`src/rtl/mux_n_choice.sv`:
```
// mux_n_choice: registered N-way data selector with valid/ready handshaking and select-error tracking.
// Build option MUX_N_CHOICE_SKID_EN adds a two-entry skid buffer so that in_ready comes from a register.
module mux_n_choice #(
    parameter int WIDTH    = 24,
    parameter int CHANNELS = 3,
    parameter int SEL_W    = 2
) (
    input  logic                      clk,
    input  logic                      rst,
    input  logic [CHANNELS*WIDTH-1:0] choices,
    input  logic [SEL_W-1:0]          select,
    input  logic                      in_valid,
    output logic                      in_ready,
    output logic [WIDTH-1:0]          mux_output,
    output logic [SEL_W-1:0]          out_sel,
    output logic                      out_valid,
    input  logic                      out_ready,
    output logic                      sel_err,
    output logic [7:0]                drop_cnt,
    input  logic                      err_clr
);

    localparam int NSLOT = 2 ** SEL_W;
    localparam logic [SEL_W:0] CH_LIMIT = (SEL_W + 1)'(CHANNELS);

    // Unused slots are padded with zero so that any select value indexes a real entry.
    logic [WIDTH-1:0] choice_a [NSLOT];

    for (genvar k = 0; k < NSLOT; k++) begin : g_slot
        if (k < CHANNELS) begin : g_used
            assign choice_a[k] = choices[k*WIDTH +: WIDTH];
        end else begin : g_pad
            assign choice_a[k] = '0;
        end
    end

    logic [WIDTH-1:0] data_q, data_d;
    logic [SEL_W-1:0] sel_q, sel_d;
    logic             valid_q, valid_d;
    logic             err_q, err_d;
    logic [7:0]       cnt_q, cnt_d;

    logic in_range, accept, take_ok, take_bad, out_free;

    assign in_range = {1'b0, select} < CH_LIMIT;
    assign accept   = in_valid & in_ready;
    assign take_ok  = accept & in_range;
    assign take_bad = accept & ~in_range;
    assign out_free = ~valid_q | out_ready;

    // NOTE: every signal written here gets a default first, so no path can leave a latch.
    always_comb begin
        err_d = err_q;
        cnt_d = cnt_q;
        if (err_clr) begin
            err_d = 1'b0;
            cnt_d = 8'd0;
        end
        if (take_bad) begin
            err_d = 1'b1;
            if (cnt_d != 8'hFF) cnt_d = cnt_d + 8'd1;
        end
    end

`ifdef MUX_N_CHOICE_SKID_EN
    logic [WIDTH-1:0] skid_data_q, skid_data_d;
    logic [SEL_W-1:0] skid_sel_q, skid_sel_d;
    logic             skid_valid_q, skid_valid_d;

    assign in_ready = ~skid_valid_q & ~rst;

    always_comb begin
        data_d       = data_q;
        sel_d        = sel_q;
        valid_d      = valid_q & ~out_ready;
        skid_data_d  = skid_data_q;
        skid_sel_d   = skid_sel_q;
        skid_valid_d = skid_valid_q;
        if (skid_valid_q) begin
            if (out_free) begin
                data_d       = skid_data_q;
                sel_d        = skid_sel_q;
                valid_d      = 1'b1;
                skid_valid_d = 1'b0;
            end
        end else if (take_ok) begin
            if (out_free) begin
                data_d  = choice_a[select];
                sel_d   = select;
                valid_d = 1'b1;
            end else begin
                skid_data_d  = choice_a[select];
                skid_sel_d   = select;
                skid_valid_d = 1'b1;
            end
        end
    end

    always_ff @(posedge clk or posedge rst) begin
        if (rst) begin
            skid_data_q  <= '0;
            skid_sel_q   <= '0;
            skid_valid_q <= 1'b0;
        end else begin
            skid_data_q  <= skid_data_d;
            skid_sel_q   <= skid_sel_d;
            skid_valid_q <= skid_valid_d;
        end
    end
`else
    assign in_ready = ~rst & out_free;

    always_comb begin
        data_d  = data_q;
        sel_d   = sel_q;
        valid_d = valid_q & ~out_ready;
        if (take_ok) begin
            data_d  = choice_a[select];
            sel_d   = select;
            valid_d = 1'b1;
        end
    end
`endif

    // NOTE: the data registers are reset as well because mux_output/out_sel must read 0 during reset.
    always_ff @(posedge clk or posedge rst) begin
        if (rst) begin
            data_q  <= '0;
            sel_q   <= '0;
            valid_q <= 1'b0;
            err_q   <= 1'b0;
            cnt_q   <= 8'd0;
        end else begin
            data_q  <= data_d;
            sel_q   <= sel_d;
            valid_q <= valid_d;
            err_q   <= err_d;
            cnt_q   <= cnt_d;
        end
    end

    assign mux_output = data_q;
    assign out_sel    = sel_q;
    assign out_valid  = valid_q;
    assign sel_err    = err_q;
    assign drop_cnt   = cnt_q;

endmodule

```
`config.mk`:
```
export PLATFORM = sky130hd
export DESIGN_NAME = mux_n_choice
export DESIGN_NICKNAME = d
export VERILOG_FILES = /design/src/rtl/mux_n_choice.sv
export SDC_FILE = /design/constraint.sdc
export NUM_CORES = 1
export LEC_CHECK = 0
export CAP_MARGIN = 25
export CORE_ASPECT_RATIO = 0.8
export CORE_MARGIN = 5
export CORE_UTILIZATION = 30
export CTS_CLUSTER_SIZE = 24
export DETAILED_ROUTE_END_ITERATION = 6
export GPL_TIMING_DRIVEN = 0
export PLACE_DENSITY = 0.64
export SLEW_MARGIN = 20
export SYNTH_ARGS = -nofsm -noshare
export SYNTH_HDL_FRONTEND = slang
export SYNTH_SLANG_ARGS = --single-unit
```
`constraint.sdc`:
```
create_clock -name clk -period 2.7 [get_ports clk]
set_input_delay 0.54 -clock clk [delete_from_list [all_inputs] [get_ports clk]]
set_output_delay 0.54 -clock clk [all_outputs]
set_load 0.05 [all_outputs]
```
Word level (Yosys, flattened, before mapping)
Cells that the tools add are included.

word-level totals
  input port bits = 79
  output and inout bits = 37
  register bits after elaboration = 36

cells by class
  add/subtract/negate cells = 1
  bitwise logic cells = 11
  mux-type cells = 9
  magnitude comparators = 2
  eq/ne operators = 1
  reductions and logical operators = 1

operators by type and width
  operator             count
  $bmux 24 s2          1
  $mux 24              2
  $mux 8               3
  $add 8x1->8 const B  1
  $ne 8x8->1 const B   1
  $and 1x1->1          5
  $not 1->1            4
  $ge 3x3->1 const B   1
  $mux 1               3
  $not 2->3            1
  $lt 2x2->1 const B   1
  $reduce_bool 2->1    1
  $or 1x1->1           1

Depth between registers and ports, before layout
  depth after elaboration = 6
  mapped depth = 7

Least setup slack after synthesis
No wires, ideal clock.

  kind = in2reg
  start = in rst
  end = reg data_q[0] (netlist: mux_output[0])
  path buffers = 2
  slack = 0.696 ns
  stages on the path = 6
  setup time = 0.125 ns
  arrival time = 1.879 ns
  cell sequence = inv_2 -> nand3_4 -> a21o_1 -> buf_6 -> buf_12 -> mux2_4

on the way
  cells in the longest elaborated chain, start to end = 4

RTL lines
  what                  RTL line  source
  from (decl)           9         input logic rst,
  $not 1->1             111       assign in_ready = ~rst & out_free;
  $and 1x1->1           111
  $and 1x1->1           46        assign accept = in_valid & in_ready;
  $and 1x1->1           47        assign take_ok = accept & in_range;
  to (signal assigned)  134       data_q <= data_d;
  to (decl)             37        logic [WIDTH-1:0] data_q, data_d;

Every way passes these cells.
A chain may end at the register's enable or synchronous reset.

Worst setup path in the final report
  start = in rst
  end = out in_ready

on the way
  cells in the longest elaborated chain, start to end = 2

RTL lines
  what         RTL line  source
  $not 1->1    111
  $and 1x1->1  111
  to (decl)    13        output logic in_ready,

Every way passes these cells.

==> run summary <==
Outcome = finished clean
EDFF count, synth = 0
# hold bufs at CTS = 0
Final ANT Viol Nets = 0
Clk_lat worst skew = 0.28 ns
Placer Congestion = 0.729
CP Launch Type = input pin
DRC errors left = 0
Place WS = -0.199 ns
Overall routing resource usage = 0.143
Root buffer cell = clkbuf_8
Final setup violation count = 0
Synthesized area = 2150 µm²
Vias = 1916
Yosys warns = 0
Pwr Total = 1.94 mW
H-tree level count = 2
Fin crit share = 0.960
Die Wd = 105 µm
Fraction of registers with async set/reset = 1.00
Detailed Route Iter0 Violations = 41
Fin crit period = 2.59 ns
Total global routing overflow = 0
Top-area cell type share of the netlist area = 0.418
Syn nets = 274
Port-buffer cells = 114
Top cells by count, synth = dfrtp_1, nand2_1, mux2i_1, o21ai_0, mux2_4
WL final = 6.45 mm
Post-CTS Setup Inserts = 0
Post-layout util = 0.503
Synth top area cells = dfrtp_1, mux2_4, mux2i_1
Design area = 3480 µm²
Routed WL per cell = 16.0 µm
Largest net degree at the start of global routing = 38
Setup_tns = 0 ns
Register area share after synthesis = 0.418
Ant diodes = 0
Static Leak = 1.51 nW
Fmax = 386 MHz
Relative slew margins = 0.638
Final setup margin = 0.107 ns
Area added between synthesis and finish = 61.7%
Crit Path Max Fanout = 5
Final HPWL DP = 4.90 mm
CTS buffer count = 5
Initial core utilization = 0.311
Area of the core = 6930 µm²
Hold/Removal Path Class = flop to flop
Top-count cell post-synth = dfrtp_1
DRT Pass-1 Iters = 4
RSZ-0062 raised after global routing = false
Synth Area per Inst = 11.0 µm²
Final hold vios = 0
Max-slew violation count = 0
Synth unique cells = 36
Main flop type after synthesis = dfrtp_1
MaxCap Viol Count = 0
Die area = 8990 µm²
Cells after Synth = 195
Final setup skew = 0.00829 ns
Worst-margin pin slew = 0.540 ns
Max rail drop VDD = 0.000256 V
Finished Layout Cells = 403
WS Path Type = input pin to output port
First-pass GRT wire length = 10.5 mm
Dpl cells = 396
Final nets = 395
WP data required = 2.16 ns
CTS clk-pin slew, worst paths = 0.07 ns
Num ports = 116
Initial antenna violation count = 0
Layout cells sized above 1 = 0.158
Most area-hungry cell type in the Yosys netlist = dfrtp_1
DR vias/cell = 4.75
Placed cell area = 3400 µm²
Clk sinks = 36
Die H = 85.8 µm
Placement Rows = 27
Crit. End Element = output port
Synth Register Bits = 36
Clock buffer depth = 2
Worst EP arrival = 2.05 ns
CTS tree = built
Vias in the first global route = 1959
Cell Pwr Density = 555 nW/µm²
Hold slack = 0.493 ns
## metal layers
metal  routed length [µm]  vias to the layer above  track usage
met5                    0                        -            0
met4                   55                        0       0.0314
met3                  545                        7       0.0504
met2                 2950                       75        0.224
met1                 2900                      896        0.191
li1                     -                      938            -
## state kept, by name, summed over array words and instances, names as in the netlist
name / count
sel_err: 1
out_sel: 2
drop_cnt: 8
mux_output: 24
out_valid: 1
## cells by family after synthesis
family | count (synthesis) | synth area share
buffers and inverters | 18 | 0.0592
muxes | 48 | 0.270
AOI/OAI and AO/OA | 41 | 0.120
DFF | 36 | 0.418
and+or+nand+nor | 52 | 0.132
## layout make-up
class	instances	area [µm²]
fill	668	3440
timing repair buffer	114	1140
multi-input combinational	141	1130
sequential	36	901
buffer	15	116
tap	87	109
clock buffer	6	72.6
inverter	3	13.8
clock inverter	1	5.00
## report_power, final
group	internal (mW)	switching, mW
combinational	0.395	0.495
sequential	0.628	0.0495
clock	0.176	0.192
## path summary, 6_finish.rpt
kind / slack [ns] / cells after the start / start / to
max: 0.11 / 3 / rst / in_ready
min: 0.49 / 1 / out_sel[1] / out_sel[1]
max reg2reg: 1.12 / 5 / out_valid / drop_cnt[5]
min reg2reg: 0.49 / 1 / out_sel[1] / out_sel[1]
max in group asynchronous: 1.57 / 2 / rst / mux_output[3]
min in group asynchronous: 0.79 / 2 / rst / drop_cnt[7]
## worst max-delay path: stages
cell and delay, ns:
clkdlybuf4s50_1 0.54, nor2_1 0.16, clkdlybuf4s50_1 0.81
## cells in the final DEF, fill, tap and decap left out, drive strengths merged
| cell type | netlist | routed |
|---|---|---|
| mux2i | 24 | 24 |
| a41oi | 2 | 2 |
| nor2b | 2 | 2 |
| nand3 | 4 | 4 |
| inv | 3 | 3 |
| o22a | 2 | 2 |
| nor4 | 2 | 2 |
| nor3 | 7 | 7 |
| nor2 | 6 | 6 |
| buf | 12 | 12 |
| o21a | 1 | 1 |
| o21ai | 25 | 25 |
| clkinv | 0 | 1 |
| clkbuf | 3 | 9 |
| nand2b | 3 | 3 |
| dfrtp | 36 | 36 |
| clkdlybuf4s50 | 0 | 114 |
| nand4 | 1 | 1 |
| a21oi | 3 | 3 |
| a2111oi | 1 | 1 |
| a31oi | 4 | 4 |
| or3 | 1 | 1 |
| a211oi | 1 | 1 |
| a311oi | 1 | 1 |
| mux2 | 24 | 24 |
| nand2 | 26 | 26 |
| a21o | 1 | 1 |
## what timing repair did
| item | CTS | global route |
|---|---|---|
| endpoints found under the setup margin | 0 | 19 |
| resized for setup | 0 | 2 |
| hold endpoints to repair | 0 | 0 |
Power figures use the tool's default switching activity.
